--- config.mk ---
export PLATFORM = sky130hd
export DESIGN_NAME = board_controller
export DESIGN_NICKNAME = d
export VERILOG_FILES = /design/src/rtl/chess_defs.sv /design/src/rtl/button_debouncer.sv /design/src/rtl/board_controller.sv
export SDC_FILE = /design/constraint.sdc
export NUM_CORES = 1
export LEC_CHECK = 0
export CORE_MARGIN = 5
export CORE_UTILIZATION = 45
export DETAILED_ROUTE_END_ITERATION = 16
export DONT_BUFFER_PORTS = 1
export PLACE_DENSITY_LB_ADDON = 0.2
export SETUP_SLACK_MARGIN = 0.5
export SYNTH_ARGS = -nofsm -noshare
export SYNTH_HDL_FRONTEND = slang
export SYNTH_HIERARCHICAL = 1
export SYNTH_SLANG_ARGS = --single-unit
--- constraint.sdc ---
create_clock -name CLK -period 10.67 [get_ports CLK]
set_clock_uncertainty 0.2 [all_clocks]
set_input_delay 1.067 -clock CLK [delete_from_list [all_inputs] [get_ports CLK]]
set_output_delay 1.067 -clock CLK [all_outputs]
set_load 0.005 [all_outputs]
--- src/rtl/chess_defs.sv ---
// Shared definitions for the chess board controller: piece/color codes,
// FSM state encoding and the power-on board layout.
package chess_defs;

    localparam logic [2:0] PIECE_NONE   = 3'd0;
    localparam logic [2:0] PIECE_PAWN   = 3'd1;
    localparam logic [2:0] PIECE_KNIGHT = 3'd2;
    localparam logic [2:0] PIECE_BISHOP = 3'd3;
    localparam logic [2:0] PIECE_ROOK   = 3'd4;
    localparam logic [2:0] PIECE_QUEEN  = 3'd5;
    localparam logic [2:0] PIECE_KING   = 3'd6;

    localparam logic COLOR_WHITE = 1'b0;
    localparam logic COLOR_BLACK = 1'b1;

    localparam int BTN_UP_IDX     = 0;
    localparam int BTN_DOWN_IDX   = 1;
    localparam int BTN_LEFT_IDX   = 2;
    localparam int BTN_RIGHT_IDX  = 3;
    localparam int BTN_CENTER_IDX = 4;

    typedef enum logic [1:0] {
        S_IDLE      = 2'd0,
        S_SELECTED  = 2'd1,
        S_MOVE      = 2'd2,
        S_GAME_OVER = 2'd3
    } state_t;

    // Square 63 is the leftmost nibble, square 0 the rightmost.
    localparam logic [255:0] BOARD_INIT =
        256'h42365324_11111111_00000000_00000000_00000000_00000000_99999999_CABEDBAC;

endpackage

--- src/rtl/button_debouncer.sv ---
// Synchronizes one raw button, debounces it with a stability counter and
// emits a one-cycle pulse on each accepted press.
module button_debouncer #(
    parameter int DEBOUNCE_CYCLES = 500000
) (
    input  logic clk_i,
    input  logic rst_i,
    input  logic btn_i,
    output logic pulse_o
);

    localparam int CW = $clog2(DEBOUNCE_CYCLES + 1);

    logic          sync1_q, sync2_q;
    logic          level_q, level_prev_q;
    logic          pulse_q;
    logic [CW-1:0] cnt_q;

    always_ff @(posedge clk_i or posedge rst_i) begin
        if (rst_i) begin
            sync1_q      <= 1'b0;
            sync2_q      <= 1'b0;
            level_q      <= 1'b0;
            level_prev_q <= 1'b0;
            pulse_q      <= 1'b0;
            cnt_q        <= '0;
        end else begin
            sync1_q      <= btn_i;
            sync2_q      <= sync1_q;
            level_prev_q <= level_q;
            pulse_q      <= level_q & ~level_prev_q;
            if (sync2_q == level_q) begin
                cnt_q <= '0;
            end else if (cnt_q == CW'(DEBOUNCE_CYCLES - 1)) begin
                // This increment would reach the threshold: accept the new level.
                level_q <= sync2_q;
                cnt_q   <= '0;
            end else begin
                cnt_q <= cnt_q + 1'b1;
            end
        end
    end

    assign pulse_o = pulse_q;

endmodule

--- src/rtl/board_controller.sv ---
// Turns five push-buttons into cursor, selection and board updates for the
// chess display, enforcing side-to-move ownership and detecting king capture.
module board_controller
    import chess_defs::*;
#(
    parameter int DEBOUNCE_CYCLES = 500000
) (
    input  logic         CLK,
    input  logic         RESET,
    input  logic         BTN_UP,
    input  logic         BTN_DOWN,
    input  logic         BTN_LEFT,
    input  logic         BTN_RIGHT,
    input  logic         BTN_CENTER,
    output logic [255:0] BOARD,
    output logic [5:0]   CURSOR_ADDR,
    output logic [5:0]   SELECT_ADDR,
    output logic         SELECT_EN,
    output logic         TURN,
    output logic         MOVE_STROBE,
    output logic         GAME_OVER,
    output logic         WINNER
);

    logic [4:0] btn_raw;
    logic [4:0] pulse;

    assign btn_raw = {BTN_CENTER, BTN_RIGHT, BTN_LEFT, BTN_DOWN, BTN_UP};

    for (genvar g = 0; g < 5; g++) begin : g_db
        button_debouncer #(
            .DEBOUNCE_CYCLES(DEBOUNCE_CYCLES)
        ) u_db (
            .clk_i  (CLK),
            .rst_i  (RESET),
            .btn_i  (btn_raw[g]),
            .pulse_o(pulse[g])
        );
    end

    state_t         state_q, state_d;
    logic [255:0]   board_q, board_d;
    logic [5:0]     cursor_q, cursor_d;
    logic [5:0]     sel_q, sel_d;
    logic [5:0]     dst_q, dst_d;
    logic           sel_en_q, sel_en_d;
    logic           turn_q, turn_d;
    logic           strobe_q, strobe_d;
    logic           go_q, go_d;
    logic           win_q, win_d;

    logic [3:0]     sq;
    logic [3:0]     src_sq;
    logic [3:0]     dst_sq;
    logic           own_sq;
    logic           center;

    assign sq     = board_q[{cursor_q, 2'b00} +: 4];
    assign src_sq = board_q[{sel_q, 2'b00} +: 4];
    assign dst_sq = board_q[{dst_q, 2'b00} +: 4];
    assign own_sq = (sq[2:0] != PIECE_NONE) && (sq[3] == turn_q);
    assign center = pulse[BTN_CENTER_IDX];

    // Opposing presses in the same cycle cancel; edges saturate.
    always_comb begin
        logic [2:0] row, col;
        row = cursor_q[5:3];
        col = cursor_q[2:0];
        if (pulse[BTN_UP_IDX] && !pulse[BTN_DOWN_IDX] && row != 3'd0)
            row = row - 3'd1;
        else if (pulse[BTN_DOWN_IDX] && !pulse[BTN_UP_IDX] && row != 3'd7)
            row = row + 3'd1;
        if (pulse[BTN_LEFT_IDX] && !pulse[BTN_RIGHT_IDX] && col != 3'd0)
            col = col - 3'd1;
        else if (pulse[BTN_RIGHT_IDX] && !pulse[BTN_LEFT_IDX] && col != 3'd7)
            col = col + 3'd1;
        cursor_d = {row, col};
    end

    always_ff @(posedge CLK or posedge RESET) begin
        if (RESET) state_q <= S_IDLE;
        else       state_q <= state_d;
    end

    always_comb begin
        state_d = state_q;
        case (state_q)
            S_IDLE: begin
                if (center && own_sq) state_d = S_SELECTED;
            end
            S_SELECTED: begin
                if (center) begin
                    if (cursor_q == sel_q) state_d = S_IDLE;
                    else if (!own_sq)      state_d = S_MOVE;
                end
            end
            S_MOVE: begin
                state_d = (dst_sq[2:0] == PIECE_KING) ? S_GAME_OVER : S_IDLE;
            end
            S_GAME_OVER: state_d = S_GAME_OVER;
            default:     state_d = S_IDLE;
        endcase
    end

    always_comb begin
        board_d  = board_q;
        sel_d    = sel_q;
        sel_en_d = sel_en_q;
        dst_d    = dst_q;
        turn_d   = turn_q;
        strobe_d = 1'b0;
        go_d     = go_q;
        win_d    = win_q;
        case (state_q)
            S_IDLE: begin
                if (center && own_sq) begin
                    sel_d    = cursor_q;
                    sel_en_d = 1'b1;
                end
            end
            S_SELECTED: begin
                if (center) begin
                    if (cursor_q == sel_q) sel_en_d = 1'b0;
                    else if (own_sq)       sel_d    = cursor_q;
                    else                   dst_d    = cursor_q;
                end
            end
            S_MOVE: begin
                board_d[{dst_q, 2'b00} +: 4] = src_sq;
                board_d[{sel_q, 2'b00} +: 4] = 4'h0;
                strobe_d = 1'b1;
                sel_en_d = 1'b0;
                if (dst_sq[2:0] == PIECE_KING) begin
                    go_d  = 1'b1;
                    win_d = turn_q;
                end else begin
                    turn_d = ~turn_q;
                end
            end
            default: ;
        endcase
    end

    always_ff @(posedge CLK or posedge RESET) begin
        if (RESET) begin
            board_q  <= BOARD_INIT;
            cursor_q <= 6'd52;
            sel_q    <= 6'd0;
            dst_q    <= 6'd0;
            sel_en_q <= 1'b0;
            turn_q   <= COLOR_WHITE;
            strobe_q <= 1'b0;
            go_q     <= 1'b0;
            win_q    <= COLOR_WHITE;
        end else begin
            board_q  <= board_d;
            cursor_q <= cursor_d;
            sel_q    <= sel_d;
            dst_q    <= dst_d;
            sel_en_q <= sel_en_d;
            turn_q   <= turn_d;
            strobe_q <= strobe_d;
            go_q     <= go_d;
            win_q    <= win_d;
        end
    end

    assign BOARD       = board_q;
    assign CURSOR_ADDR = cursor_q;
    assign SELECT_ADDR = sel_q;
    assign SELECT_EN   = sel_en_q;
    assign TURN        = turn_q;
    assign MOVE_STROBE = strobe_q;
    assign GAME_OVER   = go_q;
    assign WINNER      = win_q;

endmodule

==> impl_metrics.json <==
{
  "rsz0062_at_grt": "no",
  "relSlewSlack_pct": 8.72,
  "drive_above_1_share_pct": 12.9,
  "cts_resized": 0,
  "cp.arrival_ns": 5.89,
  "grt_pass1_wl_mm": 137,
  "clock-root-buffer": "clkbuf_16",
  "track_usage_pct": 32.4,
  "syn_area_per_cell_sq_um": 10.4,
  "layout_min_cycle_time_ns": 5.55,
  "fp-row-count": 82,
  "synth_seq_area_share_pct": 44.3,
  "start_util_pct": 45.5,
  "drt_wl_total_mm": 93.9,
  "clk_latency_ns": 0.61,
  "tns_ns": 0,
  "synth_edf_count": 0,
  "hold_path.class": "reg -> reg",
  "worst_pin_slew_ns": 1.36,
  "layout.nets": 2153,
  "netlist_instances": 2197,
  "synth_area_sq_um": 22800,
  "required_ns": 11.01,
  "peakVddDrop_mv": 0.133,
  "criticalPathCategory": "reg -> reg",
  "endpoint_kind": "flip-flop",
  "start_kind": "flip-flop",
  "mostFrequentLayoutCells": "336 x dfrtp_1, 203 x nor2_1, 193 x a22o_1, 179 x nand2_1, 98 x a21oi_1",
  "clockBufferDepth": 3,
  "via_per_inst": 7.16,
  "synth_cell_types": 84,
  "die_h_um": 235,
  "grt_max_degree": 173,
  "drv_slew": 0,
  "drt-initial-drc-count": 3033,
  "ant_nets": 0,
  "period_share_pct": 52.0,
  "die_x_um": 235,
  "hpwlAfterDp_mm": 66.3,
  "postLayoutCellArea_sq_um": 24900,
  "async_flop_share_pct": 100,
  "setup_violations": 0,
  "max_freq_mhz": 180,
  "gp_congestion": 1.05,
  "route.detailed.drc": 0,
  "port_buffers": 0,
  "cts_tree": "built",
  "htree_levels": 2,
  "cts_buffers": 47,
  "postCtsHoldBufs": 0,
  "coreArea_sq_um": 50200,
  "synth_flop_cell": "dfrtp_1",
  "clock_sinks": 401,
  "routedWlPerCell_um": 33.0,
  "power.density_nw_per_um2": 135,
  "cap_viol_max_count": 0,
  "syn_to_final_growth_pct": 8.92,
  "leakagePower_uw": 0.00959,
  "hold_viol": 0,
  "synth.area.top_cells": "dfrtp_1 37%, a22o_1 7.4%, dfstp_2 6.8%",
  "synth_top_area_cell": "dfrtp_1",
  "grt_overflow": 0,
  "grt_pass1_vias": 19400,
  "route.vias.total": 20300,
  "status": "finished, final reports clean",
  "synth_top_area_share_pct": 37.5,
  "clk_pin_slew_ns": 0.06,
  "ys_seq_elements": 401,
  "yosys_warnings": 6,
  "finalPower_uw": 3360,
  "grt_antenna_before_repair": 4,
  "ios": 280,
  "synth_nets": 2221,
  "post-cts-setup-buffer-count": 0,
  "final_common_cell": "dfrtp_1",
  "critPathMaxFanout": 48,
  "die_area_sq_um": 55400,
  "drtPass1Iterations": 8,
  "placed_area_sq_um": 23200
}
## sequential cells by signal, summed over array words and instances, names as in the netlist, 2 cells and up
register and count:
g_db.u_db/pulse_o 5, state_q 2, CURSOR_ADDR 6, g_db.u_db/level_q 5, g_db.u_db/sync2_q 5, dst_q 6, BOARD 256, g_db.u_db/cnt_q 95
g_db.u_db/sync1_q 5, g_db.u_db/level_prev_q 5, SELECT_ADDR 6
## where the power goes
| group | leakage, uW | internal [uW] | switching, uW |
|---|---|---|---|
| logic | 0.00342 | 6.61 | 38.9 |
| registers | 0.00534 | 1530 | 6.04 |
| clock network | 0.000826 | 1080 | 695 |
| total | 0.00959 | 2620 | 740 |
## worst paths after layout
check	from	end	slack [ns]	cells past startpoint
max in group asynchronous	RESET	SELECT_ADDR[0]	8.51	2
min in group asynchronous	RESET	BOARD[228]	0.30	1
min	g_db[2].u_db/sync1_q	g_db[2].u_db/sync2_q	0.15	0
max reg2reg	SELECT_ADDR[0]	BOARD[55]	5.12	11
min reg2reg	g_db[2].u_db/sync1_q	g_db[2].u_db/sync2_q	0.15	0
max	SELECT_ADDR[0]	BOARD[55]	5.12	11
## through the flow
stage               instances  hold slack, ns  utilization (%)  worst slack, ns
floorplan                2197           0.131                -             1.75
global route             2838           0.160             49.6             4.88
finish                   2843           0.147             49.6             5.12
detailed placement       2752           0.137             46.2             5.33
CTS                      2838           0.150             49.6             5.33
global placement         2752           0.133             46.2             5.38
## layout make-up
class	count	area [sq um]
Sequential cell	401	10100
Inverter	34	135
Fill cell	4508	25300
Clock buffer	65	1360
Clock inverter	21	333
Tap cell	672	841
Multi-Input combinational cell	1617	11900
Antenna cell	5	12.5
Timing Repair Buffer	28	223
## routing by layer
layer / GRT usage [%] / vias to the layer above / wire length (um)
li1: - / 8313 / -
met1: 42.1 / 10200 / 34900
met2: 48.6 / 1572 / 40800
met3: 13.1 / 301 / 13500
met4: 12.9 / 4 / 4730
met5: 0 / - / 25
## critical path, stage by stage, from the launching register on
cell and delay (ns):
dfrtp_4 0.97, buf_4 0.80, mux4_2 0.37, mux2i_1 0.07
o221ai_1 0.41, inv_1 0.08, nor2_1 0.11, o221a_2 0.66
buf_4 0.49, inv_1 0.15, nor2_1 0.81, a22o_1 0.28
## logic make-up after synthesis
| group | Yosys count | synth area share (%) |
|---|---|---|
| xor gates and xnor gates | 93 | 3.57 |
| adders and majority gates | 17 | 0.997 |
| DFF | 401 | 44.3 |
| AOI/OAI and AO/OA | 564 | 18.3 |
| muxes | 148 | 10.7 |
| and+or+nand+nor | 795 | 18.2 |
| buffers and inverters | 179 | 4.01 |
## cell usage after synthesis (all sizes together) (16+ instances only)
| cell | n |
|---|---|
| clkbuf | 78 |
| nor2 | 204 |
| a21oi | 98 |
| nand3 | 69 |
| a22oi | 18 |
| xor2 | 47 |
| dfstp | 59 |
| a211oi | 44 |
| buf | 67 |
| nand2 | 179 |
| nand4b | 34 |
| nor3 | 81 |
| nand4 | 23 |
| a31oi | 21 |
| nor4 | 58 |
| o21ai | 61 |
| o311ai | 21 |
| dfrtp | 342 |
| o22ai | 18 |
| inv | 32 |
| a22o | 193 |
| and3 | 18 |
| mux4 | 70 |
| and2 | 16 |
| mux2i | 64 |
| xnor2 | 46 |
(Power assumes the default switching activity.)
